--- src/rtl/ysyx_22040759_mem_arbiter_if.sv ---
// Bus bundle between the pipeline requesters, the arbiter and the downstream memory port.
// Signal suffixes are named from the arbiter's point of view.
//   if_*   : IF-stage fetch requester (read only)
//   mem_*  : MEM-stage requester (read or write)
//   rd_*   : downstream read channel (level request, 1-cycle completion pulse)
//   wr_*   : downstream write channel (level request, 1-cycle completion pulse)
// Modports: slave = arbiter side, master = pipeline/downstream (environment) side.
interface ysyx_22040759_mem_arbiter_if #(
  parameter int unsigned ADDR_W = 64,
  parameter int unsigned DATA_W = 64
);
  logic              if_addr_valid_i;
  logic [ADDR_W-1:0] if_addr_i;
  logic [1:0]        if_size_i;
  logic              if_data_valid_o;
  logic [DATA_W-1:0] if_rdata_o;

  logic              mem_addr_valid_i;
  logic              mem_wen_i;
  logic [ADDR_W-1:0] mem_addr_i;
  logic [DATA_W-1:0] mem_wdata_i;
  logic [1:0]        mem_size_i;
  logic              mem_data_valid_o;
  logic [DATA_W-1:0] mem_rdata_o;

  logic              rd_addr_valid_o;
  logic [ADDR_W-1:0] rd_addr_o;
  logic [1:0]        rd_size_o;
  logic              rd_data_valid_i;
  logic [DATA_W-1:0] rd_data_i;

  logic              wr_addr_valid_o;
  logic [ADDR_W-1:0] wr_addr_o;
  logic [DATA_W-1:0] wr_data_o;
  logic [1:0]        wr_size_o;
  logic              wr_data_valid_i;

  modport slave (
    input  if_addr_valid_i, if_addr_i, if_size_i,
    output if_data_valid_o, if_rdata_o,
    input  mem_addr_valid_i, mem_wen_i, mem_addr_i, mem_wdata_i, mem_size_i,
    output mem_data_valid_o, mem_rdata_o,
    output rd_addr_valid_o, rd_addr_o, rd_size_o,
    input  rd_data_valid_i, rd_data_i,
    output wr_addr_valid_o, wr_addr_o, wr_data_o, wr_size_o,
    input  wr_data_valid_i
  );

  modport master (
    output if_addr_valid_i, if_addr_i, if_size_i,
    input  if_data_valid_o, if_rdata_o,
    output mem_addr_valid_i, mem_wen_i, mem_addr_i, mem_wdata_i, mem_size_i,
    input  mem_data_valid_o, mem_rdata_o,
    input  rd_addr_valid_o, rd_addr_o, rd_size_o,
    output rd_data_valid_i, rd_data_i,
    input  wr_addr_valid_o, wr_addr_o, wr_data_o, wr_size_o,
    output wr_data_valid_i
  );
endinterface

--- src/rtl/ysyx_22040759_mem_arbiter.sv ---
// Shares one downstream memory port between the IF fetch requester and the MEM requester.
// One transaction in flight at a time; the winner's fields are registered at grant.
// MEM wins ties unless IF has lost STARVE_MAX consecutive contested grants.
// Ports:
//   clock   : system clock, all state on the rising edge
//   reset   : synchronous active-low reset
//   bus_io  : requester + downstream channels (slave modport)
//   busy_o  : high whenever a transaction is in flight
module ysyx_22040759_mem_arbiter #(
  parameter int unsigned ADDR_W     = 64,
  parameter int unsigned DATA_W     = 64,
  parameter int unsigned STARVE_MAX = 4
) (
  input  logic                              clock,
  input  logic                              reset,
  ysyx_22040759_mem_arbiter_if.slave        bus_io,
  output logic                              busy_o
);

  localparam int unsigned CntW = $clog2(STARVE_MAX + 1);

  typedef enum logic [1:0] {StIdle, StIfRd, StMemRd, StMemWr} state_e;

  state_e            state_q;
  logic [CntW-1:0]   starve_q;
  logic [CntW-1:0]   starve_d;
  logic [ADDR_W-1:0] addr_q;
  logic [DATA_W-1:0] wdata_q;
  logic [1:0]        size_q;
  logic              rd_valid_q;
  logic              wr_valid_q;

  logic grant_if;
  logic grant_mem;
  logic starve_full;
  logic if_done;
  logic mem_rd_done;
  logic mem_wr_done;

  // Arbitration: IF only beats a concurrent MEM request once the starvation count is full.
  always_comb begin
    starve_full = (starve_q == CntW'(STARVE_MAX));
    grant_if    = bus_io.if_addr_valid_i & (~bus_io.mem_addr_valid_i | starve_full);
    grant_mem   = bus_io.mem_addr_valid_i & ~grant_if;
    starve_d    = '0;
    // Only a MEM win while IF is waiting counts towards starvation.
    if (grant_mem && bus_io.if_addr_valid_i) begin
      starve_d = starve_full ? starve_q : starve_q + CntW'(1);
    end
  end

  always_ff @(posedge clock) begin
    if (!reset) begin
      state_q    <= StIdle;
      starve_q   <= '0;
      addr_q     <= '0;
      wdata_q    <= '0;
      size_q     <= '0;
      rd_valid_q <= 1'b0;
      wr_valid_q <= 1'b0;
    end else begin
      unique case (state_q)
        StIdle: begin
          if (grant_if) begin
            state_q    <= StIfRd;
            addr_q     <= bus_io.if_addr_i;
            size_q     <= bus_io.if_size_i;
            rd_valid_q <= 1'b1;
            starve_q   <= '0;
          end else if (grant_mem) begin
            state_q    <= bus_io.mem_wen_i ? StMemWr : StMemRd;
            addr_q     <= bus_io.mem_addr_i;
            size_q     <= bus_io.mem_size_i;
            wdata_q    <= bus_io.mem_wdata_i;
            rd_valid_q <= ~bus_io.mem_wen_i;
            wr_valid_q <= bus_io.mem_wen_i;
            starve_q   <= starve_d;
          end
        end
        StIfRd, StMemRd: begin
          if (bus_io.rd_data_valid_i) begin
            state_q    <= StIdle;
            rd_valid_q <= 1'b0;
          end
        end
        StMemWr: begin
          if (bus_io.wr_data_valid_i) begin
            state_q    <= StIdle;
            wr_valid_q <= 1'b0;
          end
        end
      endcase
    end
  end

  // Completions are forwarded in the same cycle; pulses that do not match the state are dropped.
  always_comb begin
    if_done     = (state_q == StIfRd) & bus_io.rd_data_valid_i;
    mem_rd_done = (state_q == StMemRd) & bus_io.rd_data_valid_i;
    mem_wr_done = (state_q == StMemWr) & bus_io.wr_data_valid_i;
  end

  assign bus_io.if_data_valid_o  = if_done;
  assign bus_io.if_rdata_o       = if_done ? bus_io.rd_data_i : '0;
  assign bus_io.mem_data_valid_o = mem_rd_done | mem_wr_done;
  assign bus_io.mem_rdata_o      = mem_rd_done ? bus_io.rd_data_i : '0;

  assign bus_io.rd_addr_valid_o  = rd_valid_q;
  assign bus_io.rd_addr_o        = addr_q;
  assign bus_io.rd_size_o        = size_q;
  assign bus_io.wr_addr_valid_o  = wr_valid_q;
  assign bus_io.wr_addr_o        = addr_q;
  assign bus_io.wr_data_o        = wdata_q;
  assign bus_io.wr_size_o        = size_q;

  assign busy_o = (state_q != StIdle);

endmodule
--- src/flat_wrapper.sv ---
// flat-port wrapper written by rule: the top's interface ports become plain ports
module ysyx_22040759_mem_arbiter_flat 
#(
  parameter int unsigned ADDR_W     = 64,
  parameter int unsigned DATA_W     = 64,
  parameter int unsigned STARVE_MAX = 4
)
  (clock, reset, busy_o, bus_io_if_addr_valid_i, bus_io_if_addr_i, bus_io_if_size_i, bus_io_if_data_valid_o, bus_io_if_rdata_o, bus_io_mem_addr_valid_i, bus_io_mem_wen_i, bus_io_mem_addr_i, bus_io_mem_wdata_i, bus_io_mem_size_i, bus_io_mem_data_valid_o, bus_io_mem_rdata_o, bus_io_rd_addr_valid_o, bus_io_rd_addr_o, bus_io_rd_size_o, bus_io_rd_data_valid_i, bus_io_rd_data_i, bus_io_wr_addr_valid_o, bus_io_wr_addr_o, bus_io_wr_data_o, bus_io_wr_size_o, bus_io_wr_data_valid_i);
  ysyx_22040759_mem_arbiter_if #(.ADDR_W(ADDR_W), .DATA_W(DATA_W)) bus_io_i ();
  input  logic clock;
  input  logic reset;
  output logic busy_o;
  input wire logic [$bits(bus_io_i.if_addr_valid_i)-1:0] bus_io_if_addr_valid_i;
  input wire logic [$bits(bus_io_i.if_addr_i)-1:0] bus_io_if_addr_i;
  input wire logic [$bits(bus_io_i.if_size_i)-1:0] bus_io_if_size_i;
  output wire logic [$bits(bus_io_i.if_data_valid_o)-1:0] bus_io_if_data_valid_o;
  output wire logic [$bits(bus_io_i.if_rdata_o)-1:0] bus_io_if_rdata_o;
  input wire logic [$bits(bus_io_i.mem_addr_valid_i)-1:0] bus_io_mem_addr_valid_i;
  input wire logic [$bits(bus_io_i.mem_wen_i)-1:0] bus_io_mem_wen_i;
  input wire logic [$bits(bus_io_i.mem_addr_i)-1:0] bus_io_mem_addr_i;
  input wire logic [$bits(bus_io_i.mem_wdata_i)-1:0] bus_io_mem_wdata_i;
  input wire logic [$bits(bus_io_i.mem_size_i)-1:0] bus_io_mem_size_i;
  output wire logic [$bits(bus_io_i.mem_data_valid_o)-1:0] bus_io_mem_data_valid_o;
  output wire logic [$bits(bus_io_i.mem_rdata_o)-1:0] bus_io_mem_rdata_o;
  output wire logic [$bits(bus_io_i.rd_addr_valid_o)-1:0] bus_io_rd_addr_valid_o;
  output wire logic [$bits(bus_io_i.rd_addr_o)-1:0] bus_io_rd_addr_o;
  output wire logic [$bits(bus_io_i.rd_size_o)-1:0] bus_io_rd_size_o;
  input wire logic [$bits(bus_io_i.rd_data_valid_i)-1:0] bus_io_rd_data_valid_i;
  input wire logic [$bits(bus_io_i.rd_data_i)-1:0] bus_io_rd_data_i;
  output wire logic [$bits(bus_io_i.wr_addr_valid_o)-1:0] bus_io_wr_addr_valid_o;
  output wire logic [$bits(bus_io_i.wr_addr_o)-1:0] bus_io_wr_addr_o;
  output wire logic [$bits(bus_io_i.wr_data_o)-1:0] bus_io_wr_data_o;
  output wire logic [$bits(bus_io_i.wr_size_o)-1:0] bus_io_wr_size_o;
  input wire logic [$bits(bus_io_i.wr_data_valid_i)-1:0] bus_io_wr_data_valid_i;
  assign bus_io_i.if_addr_valid_i = bus_io_if_addr_valid_i;
  assign bus_io_i.if_addr_i = bus_io_if_addr_i;
  assign bus_io_i.if_size_i = bus_io_if_size_i;
  assign bus_io_if_data_valid_o = bus_io_i.if_data_valid_o;
  assign bus_io_if_rdata_o = bus_io_i.if_rdata_o;
  assign bus_io_i.mem_addr_valid_i = bus_io_mem_addr_valid_i;
  assign bus_io_i.mem_wen_i = bus_io_mem_wen_i;
  assign bus_io_i.mem_addr_i = bus_io_mem_addr_i;
  assign bus_io_i.mem_wdata_i = bus_io_mem_wdata_i;
  assign bus_io_i.mem_size_i = bus_io_mem_size_i;
  assign bus_io_mem_data_valid_o = bus_io_i.mem_data_valid_o;
  assign bus_io_mem_rdata_o = bus_io_i.mem_rdata_o;
  assign bus_io_rd_addr_valid_o = bus_io_i.rd_addr_valid_o;
  assign bus_io_rd_addr_o = bus_io_i.rd_addr_o;
  assign bus_io_rd_size_o = bus_io_i.rd_size_o;
  assign bus_io_i.rd_data_valid_i = bus_io_rd_data_valid_i;
  assign bus_io_i.rd_data_i = bus_io_rd_data_i;
  assign bus_io_wr_addr_valid_o = bus_io_i.wr_addr_valid_o;
  assign bus_io_wr_addr_o = bus_io_i.wr_addr_o;
  assign bus_io_wr_data_o = bus_io_i.wr_data_o;
  assign bus_io_wr_size_o = bus_io_i.wr_size_o;
  assign bus_io_i.wr_data_valid_i = bus_io_wr_data_valid_i;
  ysyx_22040759_mem_arbiter #(.ADDR_W(ADDR_W), .DATA_W(DATA_W), .STARVE_MAX(STARVE_MAX)) u_core (.clock(clock), .reset(reset), .bus_io(bus_io_i), .busy_o(busy_o));
endmodule
--- config.mk ---
export PLATFORM = sky130hd
export DESIGN_NAME = ysyx_22040759_mem_arbiter_flat
export DESIGN_NICKNAME = d
export VERILOG_FILES = /design/src/rtl/ysyx_22040759_mem_arbiter_if.sv /design/src/rtl/ysyx_22040759_mem_arbiter.sv /design/src/flat_wrapper.sv
export SDC_FILE = /design/constraint.sdc
export NUM_CORES = 1
export LEC_CHECK = 0
export BUFFER_PORTS_ARGS = -buffer_cell sky130_fd_sc_hd__clkbuf_2
export CORE_AREA = 10 10 224 226
export DETAILED_ROUTE_END_ITERATION = 10
export DIE_AREA = 0 0 234 236
export SLEW_MARGIN = 0
export SYNTH_ARGS = -nofsm -noshare
export SYNTH_HDL_FRONTEND = slang
export SYNTH_SLANG_ARGS = --single-unit
--- constraint.sdc ---
create_clock -name clock -period 1.8 [get_ports clock]
set_input_delay 0.18 -clock clock [delete_from_list [all_inputs] [get_ports clock]]
set_output_delay 0.18 -clock clock [all_outputs]
set_load 0.02 [all_outputs]
==> results.json, run 1 <==
{
  "min_path_cells": 3,
  "worstPathCellList": "inv_4 > ha_4 > buf_12 > and3_1 > clkbuf_4",
  "gp_congestion": 0.918,
  "routedLengthMet1_mm": 16.3,
  "tightest_slew_ns": 0.600,
  "finalNonFillerCells": 2235,
  "h-tree-depth": 4,
  "synth-main-ff-cell": "dfxtp_1",
  "worst_ep_required_time_ns": 1.62,
  "finClkSkew_ns": 0.00762,
  "vias_per_cell": 4.56,
  "crit_fanout": 33,
  "wl_mm": 43.5,
  "seq_area_um2": 2750,
  "rows": 79,
  "setup_viol": 12,
  "post-route-min-period_ns": 1.83,
  "synth_edf_count": 0,
  "place_inst": 1999,
  "path_clk_slew_ns": 0.06,
  "hp-class": "in2reg",
  "netlist_area_um2": 7450,
  "start_util_pct": 16.2,
  "die_y_um": 236,
  "ys_seq_area_share_pct": 36.8,
  "numCtsBuffers": 17,
  "place_ws_ns": 0.116,
  "yosys.area.top_type": "dfxtp_1",
  "clk_latency_ns": 0.46,
  "fin_crit_sh_pct": 102,
  "drive_above_1_share_pct": 43.4,
  "start_kind": "flop",
  "cpMaxStageDelayCell": "dfxtp_4",
  "hold_start": "bus_io_if_addr_i[62]",
  "cp_slowest_stage_delay_ns": 0.37,
  "syn_to_final_growth_pct": 89.9,
  "synth_cell_types": 40,
  "violations": "setup timing",
  "fp.dieW_um": 234,
  "first_iter_violations": 786,
  "top_layer_used": "met5",
  "rsz0062_at_grt": "true",
  "ir_drop_mv": 0.751,
  "drc": 0,
  "syn_inst": 953,
  "worstHoldEndpoint": "u_core.bus_io.rd_addr_o[62]",
  "crit_type": "reg2out",
  "power_w": 0.0163,
  "vias": 10182,
  "total_leakage_power_nw": 6.69,
  "r2r-start": "u_core.state_q[0]",
  "yosys_warnings": 0,
  "fin_nets": 1882,
  "synth_common_cells": "o21ai_0, dfxtp_1, nand3_1",
  "dieArea_um2": 55200,
  "cts_tree": "built",
  "drv_cap": 0,
  "clock_path_buffers": 2,
  "hold_viol": 0,
  "core_um2": 45900,
  "slew_headroom_pct": 60.0,
  "root_buffer": "clkbuf_16",
  "firstDrtPassIters": 6,
  "drv_slew": 0,
  "multiInputGateArea_um2": 3890,
  "synthTopCellsByArea": "dfxtp_1, o21ai_0, and3_1, nand3_1, buf_4",
  "grt_pass1_wl_mm": 63.3,
  "synth_seq_cells": 137,
  "wire_per_inst_um": 19.5,
  "port_buffers": 595,
  "power.density_nw_per_um2": 1150,
  "pin_count": 596,
  "synth.most_common_cell": "o21ai_0",
  "grt.total_usage_pct": 14.8,
  "dr_wl_met3_mm": 4.13,
  "grt_max_degree": 119,
  "synth_area_per_cell_um2": 7.82,
  "fillers": 4677,
  "drtAntennaViolNets": 0,
  "synthArstFlopShare_pct": 0,
  "wl_met2_mm": 21.5,
  "fmax_ghz": 0.545,
  "grt_pass1_vias": 10365,
  "syn-num-nets": 1226,
  "dpl.hpwl_mm": 29.0,
  "grt_overflow": 0,
  "reg2reg_depth": 5,
  "yosys.area.top_type_share_pct": 36.8,
  "end_kind": "primary output",
  "cts.sinks": 137,
  "antenna_found_initial": 8,
  "worst_slack_ns": -0.0347,
  "ff2ff_setup_slack_ns": 0.15,
  "status": "finished with violations",
  "r2r-end": "u_core.state_q[0]",
  "cp_data_arrival_time_ns": 1.65
}
[worst max path at each step]
| stage | start | end | slack, ns |
|---|---|---|---|
| finish | u_core.state_q[0] | bus_io_mem_rdata_o[5] | -0.03 |
| global placement | u_core.state_q[0] | u_core.state_q[0] | 0.15 |
| global route | u_core.state_q[0] | bus_io_mem_rdata_o[5] | -0.10 |
| CTS | u_core.state_q[1] | bus_io_if_rdata_o[19] | -0.15 |
| floorplan | u_core.state_q[0] | u_core.state_q[0] | 0.19 |
| detailed placement | u_core.state_q[0] | u_core.bus_io.wr_data_o[41] | 0.12 |
[critical path: cells and delay by family, from the launching register on]
kind / cells / cell delay (ns)
buffers and inverters: 3 / 0.43
DFF: 1 / 0.37
and+or+nand+nor: 1 / 0.22
adders and majority gates: 1 / 0.15
[layout make-up]
type                       count  share of cell area [%]
clock inverter                14                    1.06
inverter                       6                   0.195
timing repair buffer         819                    43.2
antenna                        6                   0.106
tap                          607                    5.37
clock buffer                  18                    3.10
sequential                   137                    19.4
multi-input combinational    628                    27.5
[metrics by stage]
stage / instance area, um2 / setup TNS, ns / hold slack, ns / util [%]
after floorplan: 7450 / 0 / 0.324 / -
after global placement: 10600 / 0 / 0.415 / 23.1
after detailed placement: 10600 / 0 / 0.429 / 23.1
after CTS: 14000 / -11.77 / 0.00000516 / 30.5
after global routing: 14100 / -6.94 / 0.0400 / 30.8
final: 14100 / -0.159 / 0.0510 / 30.8
[metal layers]
layer / up-vias / GRT usage [%]
li1: 4718 / -
met1: 4743 / 16.3
met2: 607 / 24.8
met3: 110 / 5.22
met4: 4 / 6.88
met5: - / 0
[power by group]
group	total, W	internal (W)	switching (W)
Sequential	0.00452	0.00383	0.000688
Combinational	0.00816	0.00312	0.00505
Clock	0.00359	0.00208	0.00151
Total	0.0163	0.00903	0.00725
[sequential cells by signal, indices dropped and copies added, names as in the netlist]
signal,flops
u_core.bus_io.rd_addr_valid_o,1
u_core.bus_io.wr_addr_valid_o,1
u_core.bus_io.rd_size_o,2
u_core.state_q,2
u_core.starve_q,3
u_core.bus_io.rd_addr_o,64
u_core.bus_io.wr_data_o,64
[logic make-up (layout without fill, tap and decap cells)]
family                   count (synthesis)  in the layout  share of synthesized area [%]
adder cells (fa/ha/maj)                  6              6                           1.01
AND/OR/NAND/NOR                        278            278                           21.2
other                                    0              6                              0
multiplexers                             2              2                          0.269
AO/OA/AOI/OAI                          340            340                           26.9
flip-flops                             137            137                           36.8
buffers and inverters                  188            857                           13.5
XOR/XNOR                                 2              2                          0.235
[layout by cell type (no fill, tap or decap), types with 3 or more instances in the layout]
| cell | n |
|---|---|
| a31oi_1 | 66 |
| nor3b_1 | 3 |
| dlygate4sd3_1 | 192 |
| buf_6 | 5 |
| nand3_1 | 130 |
| nand2_1 | 3 |
| clkbuf_2 | 480 |
| a21boi_1 | 6 |
| o21ai_1 | 7 |
| clkinv_4 | 5 |
| dfxtp_1 | 135 |
| diode_2 | 6 |
| buf_12 | 16 |
| a21boi_0 | 60 |
| buf_8 | 15 |
| clkbuf_16 | 19 |
| inv_1 | 3 |
| and3_4 | 28 |
| and3_1 | 100 |
| buf_4 | 53 |
| clkbuf_4 | 6 |
| o21ai_0 | 190 |
| clkinv_2 | 3 |
| clkbuf_8 | 49 |
| clkinvlp_4 | 3 |
| ha_1 | 3 |
[timing repair]
item | CTS | global route
hold buffers | 192 | 0
endpoints found under the setup margin | 131 | 149
setup buffers | 3 | 1
gates resized for setup | 169 | 118
pin swaps | 2 | 3
endpoints found under the hold margin | 132 | 0
gates cloned | 3 | 2
(Power assumes the default switching activity.)
==> run 2: changes to the inputs <==
--- a/config.mk
+++ b/config.mk
@@ -9,6 +9,7 @@
 export CORE_AREA = 10 10 224 226
 export DETAILED_ROUTE_END_ITERATION = 10
 export DIE_AREA = 0 0 234 236
+export HOLD_SLACK_MARGIN = 0.08
 export SLEW_MARGIN = 0
 export SYNTH_ARGS = -nofsm -noshare
 export SYNTH_HDL_FRONTEND = slang
==> run 2 against run 1 <==
The flow still finishes with violations (setup timing). Core utilization rose by 0.11 points. Die area did not move. Fmax fell by 0.13%. Sequential share of layout area fell by 0.072 points. Via count rose by 0.20%. Clock power barely moved. Final cell count rose by 0.27%.
==> results.json, run 2 (synthesis results as in run 1) <==
{
  "rsz0062_at_grt": "true",
  "h-tree-depth": 4,
  "finClkSkew_ns": 0.00809,
  "syn_to_final_growth_pct": 90.6,
  "worst_slack_ns": -0.0370,
  "finalSetupTns_ns": -0.156,
  "tightest_slew_ns": 0.607,
  "vias": 10202,
  "fmax_ghz": 0.544,
  "cts.sinks": 137,
  "vias_per_cell": 4.55,
  "fillers": 4671,
  "fin_hold_ws_ns": 0.133,
  "drv_slew": 0,
  "grt_max_degree": 119,
  "antenna_found_initial": 8,
  "hp-class": "in2reg",
  "crit_type": "reg2out",
  "drive_above_1_share_pct": 43.3,
  "die_y_um": 236,
  "grt.total_usage_pct": 14.8,
  "cp_slowest_stage_delay_ns": 0.37,
  "drv_cap": 0,
  "hold_start": "reset",
  "violations": "setup timing",
  "grt_overflow": 0,
  "start_util_pct": 16.2,
  "cp_top_family": "buffers and inverters",
  "critical_path.startpoint": "u_core.state_q[0]",
  "crit_fanout": 33,
  "final_core_util_pct": 31.0,
  "final_cell_mix": "clkbuf_2, dlygate4sd3_1, o21ai_0",
  "pin_count": 596,
  "fp.dieW_um": 234,
  "hold_viol": 0,
  "total_leakage_power_nw": 6.71,
  "drc": 0,
  "fin_nets": 1887,
  "firstDrtPassIters": 5,
  "cp_data_arrival_time_ns": 1.66,
  "drtAntennaViolNets": 0,
  "rows": 79,
  "first_iter_violations": 782,
  "core_um2": 45900,
  "clock_path_buffers": 2,
  "placed_cell_area_um2": 10600,
  "grt_pass1_wl_mm": 63.5,
  "start_kind": "flop",
  "cp_num_buf_inv": 3,
  "numCtsBuffers": 17,
  "end_kind": "primary output",
  "final_common_cell": "clkbuf_2",
  "stdcell_area_um2": 14200,
  "grt_pass1_vias": 10385,
  "r2r-start": "u_core.state_q[0]",
  "clk_latency_ns": 0.46,
  "root_buffer": "clkbuf_16",
  "power.density_nw_per_um2": 1150,
  "worst_ep_required_time_ns": 1.62,
  "place_inst": 1999,
  "cts_tree": "built",
  "port_buffers": 595,
  "finalNonFillerCells": 2241,
  "worstPathCellList": "inv_4 > ha_4 > buf_12 > and3_1 > clkbuf_4",
  "dieArea_um2": 55200,
  "wire_per_inst_um": 19.5,
  "slew_headroom_pct": 59.5,
  "ir_drop_mv": 0.751,
  "path_clk_slew_ns": 0.06,
  "status": "finished with violations",
  "fin_crit_sh_pct": 102,
  "cpMaxStageDelayCell": "dfxtp_4",
  "gp_congestion": 0.918,
  "setup_viol": 11,
  "dpl.hpwl_mm": 29.0,
  "wl_mm": 43.7,
  "post-route-min-period_ns": 1.84
}
-- run 2: cell type report --
class	instances	area (um2)	share of cell area, %
Clock inverter	14	150	1.06
Sequential cell	137	2750	19.4
Multi-Input combinational cell	628	3890	27.4
Clock buffer	18	439	3.09
Inverter	6	27.5	0.194
Antenna cell	7	17.5	0.123
Timing Repair Buffer	824	6160	43.4
Tap cell	607	759	5.35
-- run 2: metrics by stage --
step                      setup WS, ns  total power [W]
after floorplan                  0.185          0.00919
after global placement           0.152           0.0115
after detailed placement         0.116           0.0115
after CTS                       -0.148           0.0163
after global routing            -0.104           0.0172
final                          -0.0370           0.0163
-- run 2: tightest hold or removal path, stage by stage --
cell and delay, ns:
buf_4 0.14, or4b_1 0.17, o21ai_1 0.05
-- run 2: where the power goes --
part | internal (W) | switching [W] | leakage (nW)
registers | 0.00383 | 0.000686 | 1.13
logic | 0.00312 | 0.00505 | 5.30
clock network | 0.00208 | 0.00151 | 0.282
-- run 2: what timing repair did --
action,CTS,global route
hold buffers,197,0
pin swaps,2,3
gates cloned,3,2
setup endpoints to repair,131,149
resized for setup,169,118
endpoints found under the hold margin,133,0
buffers inserted,3,1
-- run 2: final timing paths --
kind                                                 endpoint  slack, ns  depth (start not counted)
worst min-delay path            u_core.bus_io.rd_addr_valid_o       0.13                          3
worst max register to register    u_core.bus_io.rd_addr_o[30]       0.12                          6
worst min register to register  u_core.bus_io.wr_addr_valid_o       0.46                          2
worst max-delay path                    bus_io_mem_rdata_o[5]      -0.04                          5
-- run 2: per-layer routing --
metal | up-vias | global-route usage, % | routed length, um
met1 | 4738 | 16.3 | 16200
met5 | - | 0 | 21
met2 | 616 | 24.8 | 21700
met4 | 4 | 7.00 | 1660
met3 | 116 | 5.27 | 4180
li1 | 4728 | - | -
==> run 3: changes to the inputs <==
--- a/config.mk
+++ b/config.mk
@@ -6,10 +6,12 @@
 export NUM_CORES = 1
 export LEC_CHECK = 0
 export BUFFER_PORTS_ARGS = -buffer_cell sky130_fd_sc_hd__clkbuf_2
+export CAP_MARGIN = 20
 export CORE_AREA = 10 10 224 226
 export DETAILED_ROUTE_END_ITERATION = 10
 export DIE_AREA = 0 0 234 236
 export HOLD_SLACK_MARGIN = 0.08
+export MAX_ROUTING_LAYER = met4
 export SLEW_MARGIN = 0
 export SYNTH_ARGS = -nofsm -noshare
 export SYNTH_HDL_FRONTEND = slang
==> run 3 against run 2 <==
The flow still finishes with violations (setup timing). Hold slack better by 0.0022 ns. Setup slack better by 0.0034 ns. Critical path depth stayed put. Final cell count hardly changed. Clock skew is 0.00062 ns higher. Sequential cell count stayed put. Non-clock buffer count stayed put. Routed wire length is 0.46% lower. Power is 0.10% lower. Global-route usage is 0.42 points higher. Critical path type unchanged. Largest cell class unchanged. Largest power group unchanged.
==> results.json, run 3 (synthesis results as in run 1) <==
{
  "cts.sinks": 137,
  "wl_mm": 43.5,
  "first_iter_violations": 764,
  "syn_to_final_growth_pct": 90.5,
  "reg2reg_depth": 5,
  "crit_fanout": 33,
  "violations": "setup timing",
  "cp_data_arrival_time_ns": 1.65,
  "path_clk_slew_ns": 0.06,
  "worst_slack_ns": -0.0336,
  "vias_per_cell": 4.54,
  "min_path_cells": 3,
  "hold_start": "reset",
  "fmax_ghz": 0.545,
  "worst_ep_required_time_ns": 1.62,
  "ir_drop_mv": 0.745,
  "pin_count": 596,
  "post-route-min-period_ns": 1.83,
  "hp-class": "in2reg",
  "start_util_pct": 16.2,
  "placed_cell_area_um2": 10600,
  "numCtsBuffers": 17,
  "stdcell_area_um2": 14200,
  "drc": 0,
  "fin_nets": 1887,
  "vias": 10175,
  "start_kind": "flop",
  "crit_type": "reg2out",
  "grt.total_usage_pct": 15.2,
  "worstHoldEndpoint": "u_core.bus_io.rd_addr_valid_o",
  "seqPwrFrac_pct": 27.8,
  "r2r-end": "u_core.state_q[0]",
  "die_y_um": 236,
  "cts_tree": "built",
  "ff2ff_setup_slack_ns": 0.15,
  "place_inst": 1999,
  "dpl.hpwl_mm": 29.0,
  "power.density_nw_per_um2": 1150,
  "firstDrtPassIters": 6,
  "final_common_cell": "clkbuf_2",
  "tightest_slew_ns": 0.592,
  "gp_congestion": 0.934,
  "setup_viol": 10,
  "grt_pass1_wl_mm": 63.3,
  "status": "finished with violations",
  "core_um2": 45900,
  "root_buffer": "clkbuf_16",
  "drv_cap": 0,
  "drv_slew": 0,
  "final_cell_mix": "clkbuf_2, dlygate4sd3_1, o21ai_0",
  "fin_crit_sh_pct": 102,
  "dieArea_um2": 55200,
  "antenna_found_initial": 9,
  "final_core_util_pct": 30.9,
  "clk_latency_ns": 0.46,
  "rsz0062_at_grt": "true",
  "port_buffers": 595,
  "total_leakage_power_nw": 6.72,
  "hold_viol": 0,
  "wire_per_inst_um": 19.4,
  "finClkSkew_ns": 0.00872,
  "clock_path_buffers": 2,
  "rows": 79,
  "grt_overflow": 0,
  "finalNonFillerCells": 2243,
  "grt_pass1_vias": 10381,
  "h-tree-depth": 4,
  "drtAntennaViolNets": 0,
  "grt_max_degree": 119,
  "end_kind": "primary output",
  "intPower_w": 0.00903,
  "fp.dieW_um": 234,
  "combinationalPowerShare_pct": 50.2,
  "slew_headroom_pct": 60.5,
  "drive_above_1_share_pct": 43.1,
  "p_sw_share_pct": 44.5,
  "power_switching_w": 0.00724,
  "r2r-start": "u_core.state_q[0]",
  "power_w": 0.0163,
  "clock_power_share_pct": 22.0
}
## run 3: cell types whose count changed in the layout (fill, tap and decap cells not counted)
cell and change:
buf_6 -1, buf_8 -1, buf_2 +2, diode_2 +2, clkbuf_8 +1, clkbuf_2 -2, clkbuf_4 +1, and3_1 +2
and3_4 -2
## run 3: cell type report
cell class	count	area, um2
timing repair buffer	824	6160
sequential	137	2750
clock buffer	18	439
fill	4679	31700
inverter	6	27.5
tap	607	759
antenna	9	22.5
clock inverter	14	150
multi-input combinational	628	3880
## run 3: power by group through the flow
stage,logic (W),registers (W),clock network (W)
global route,0.00872,0.00459,0.00383
CTS,0.00813,0.00449,0.00373
finish,0.00816,0.00452,0.00358
global placement,0.00700,0.00448,0
floorplan,0.00397,0.00522,0
detailed placement,0.00703,0.00451,0
## run 3: per-layer routing
metal  wire length [um]  global-route usage [%]  vias up
met1              16900                    16.8     4773
met5                  0                       -        -
met3               3400                    4.45       91
met2              21700                    24.9      575
li1                   -                       -     4736
met4               1540                    6.88        0
## run 3: worst max-delay path by stage
stage | start | to
after floorplan | u_core.state_q[0] | u_core.state_q[0]
after global placement | u_core.state_q[0] | u_core.state_q[0]
after detailed placement | u_core.state_q[0] | u_core.bus_io.wr_data_o[41]
after CTS | u_core.state_q[1] | bus_io_if_rdata_o[19]
after global routing | u_core.state_q[0] | bus_io_mem_rdata_o[1]
final | u_core.state_q[0] | bus_io_mem_rdata_o[5]
## run 3: critical path: stages (launching register included)
cell and delay, ns:
dfxtp_4 0.37, inv_4 0.07, ha_4 0.15, buf_12 0.18, and3_1 0.22, clkbuf_4 0.18
## run 3: through the flow
stage | hold slack [ns] | setup TNS [ns] | worst slack, ns
floorplan | 0.324 | 0 | 0.185
global placement | 0.415 | 0 | 0.152
detailed placement | 0.429 | 0 | 0.116
CTS | 0.0876 | -11.77 | -0.148
global route | 0.133 | -6.92 | -0.114
finish | 0.135 | -0.162 | -0.0336
## run 3: timing repair
action	4_1_cts	5_1_grt
hold buffers	197	0
setup endpoints to repair	131	149
pin swaps	2	3
setup buffers	3	1
gates cloned	3	2
resized for setup	169	115
hold endpoints to repair	133	0
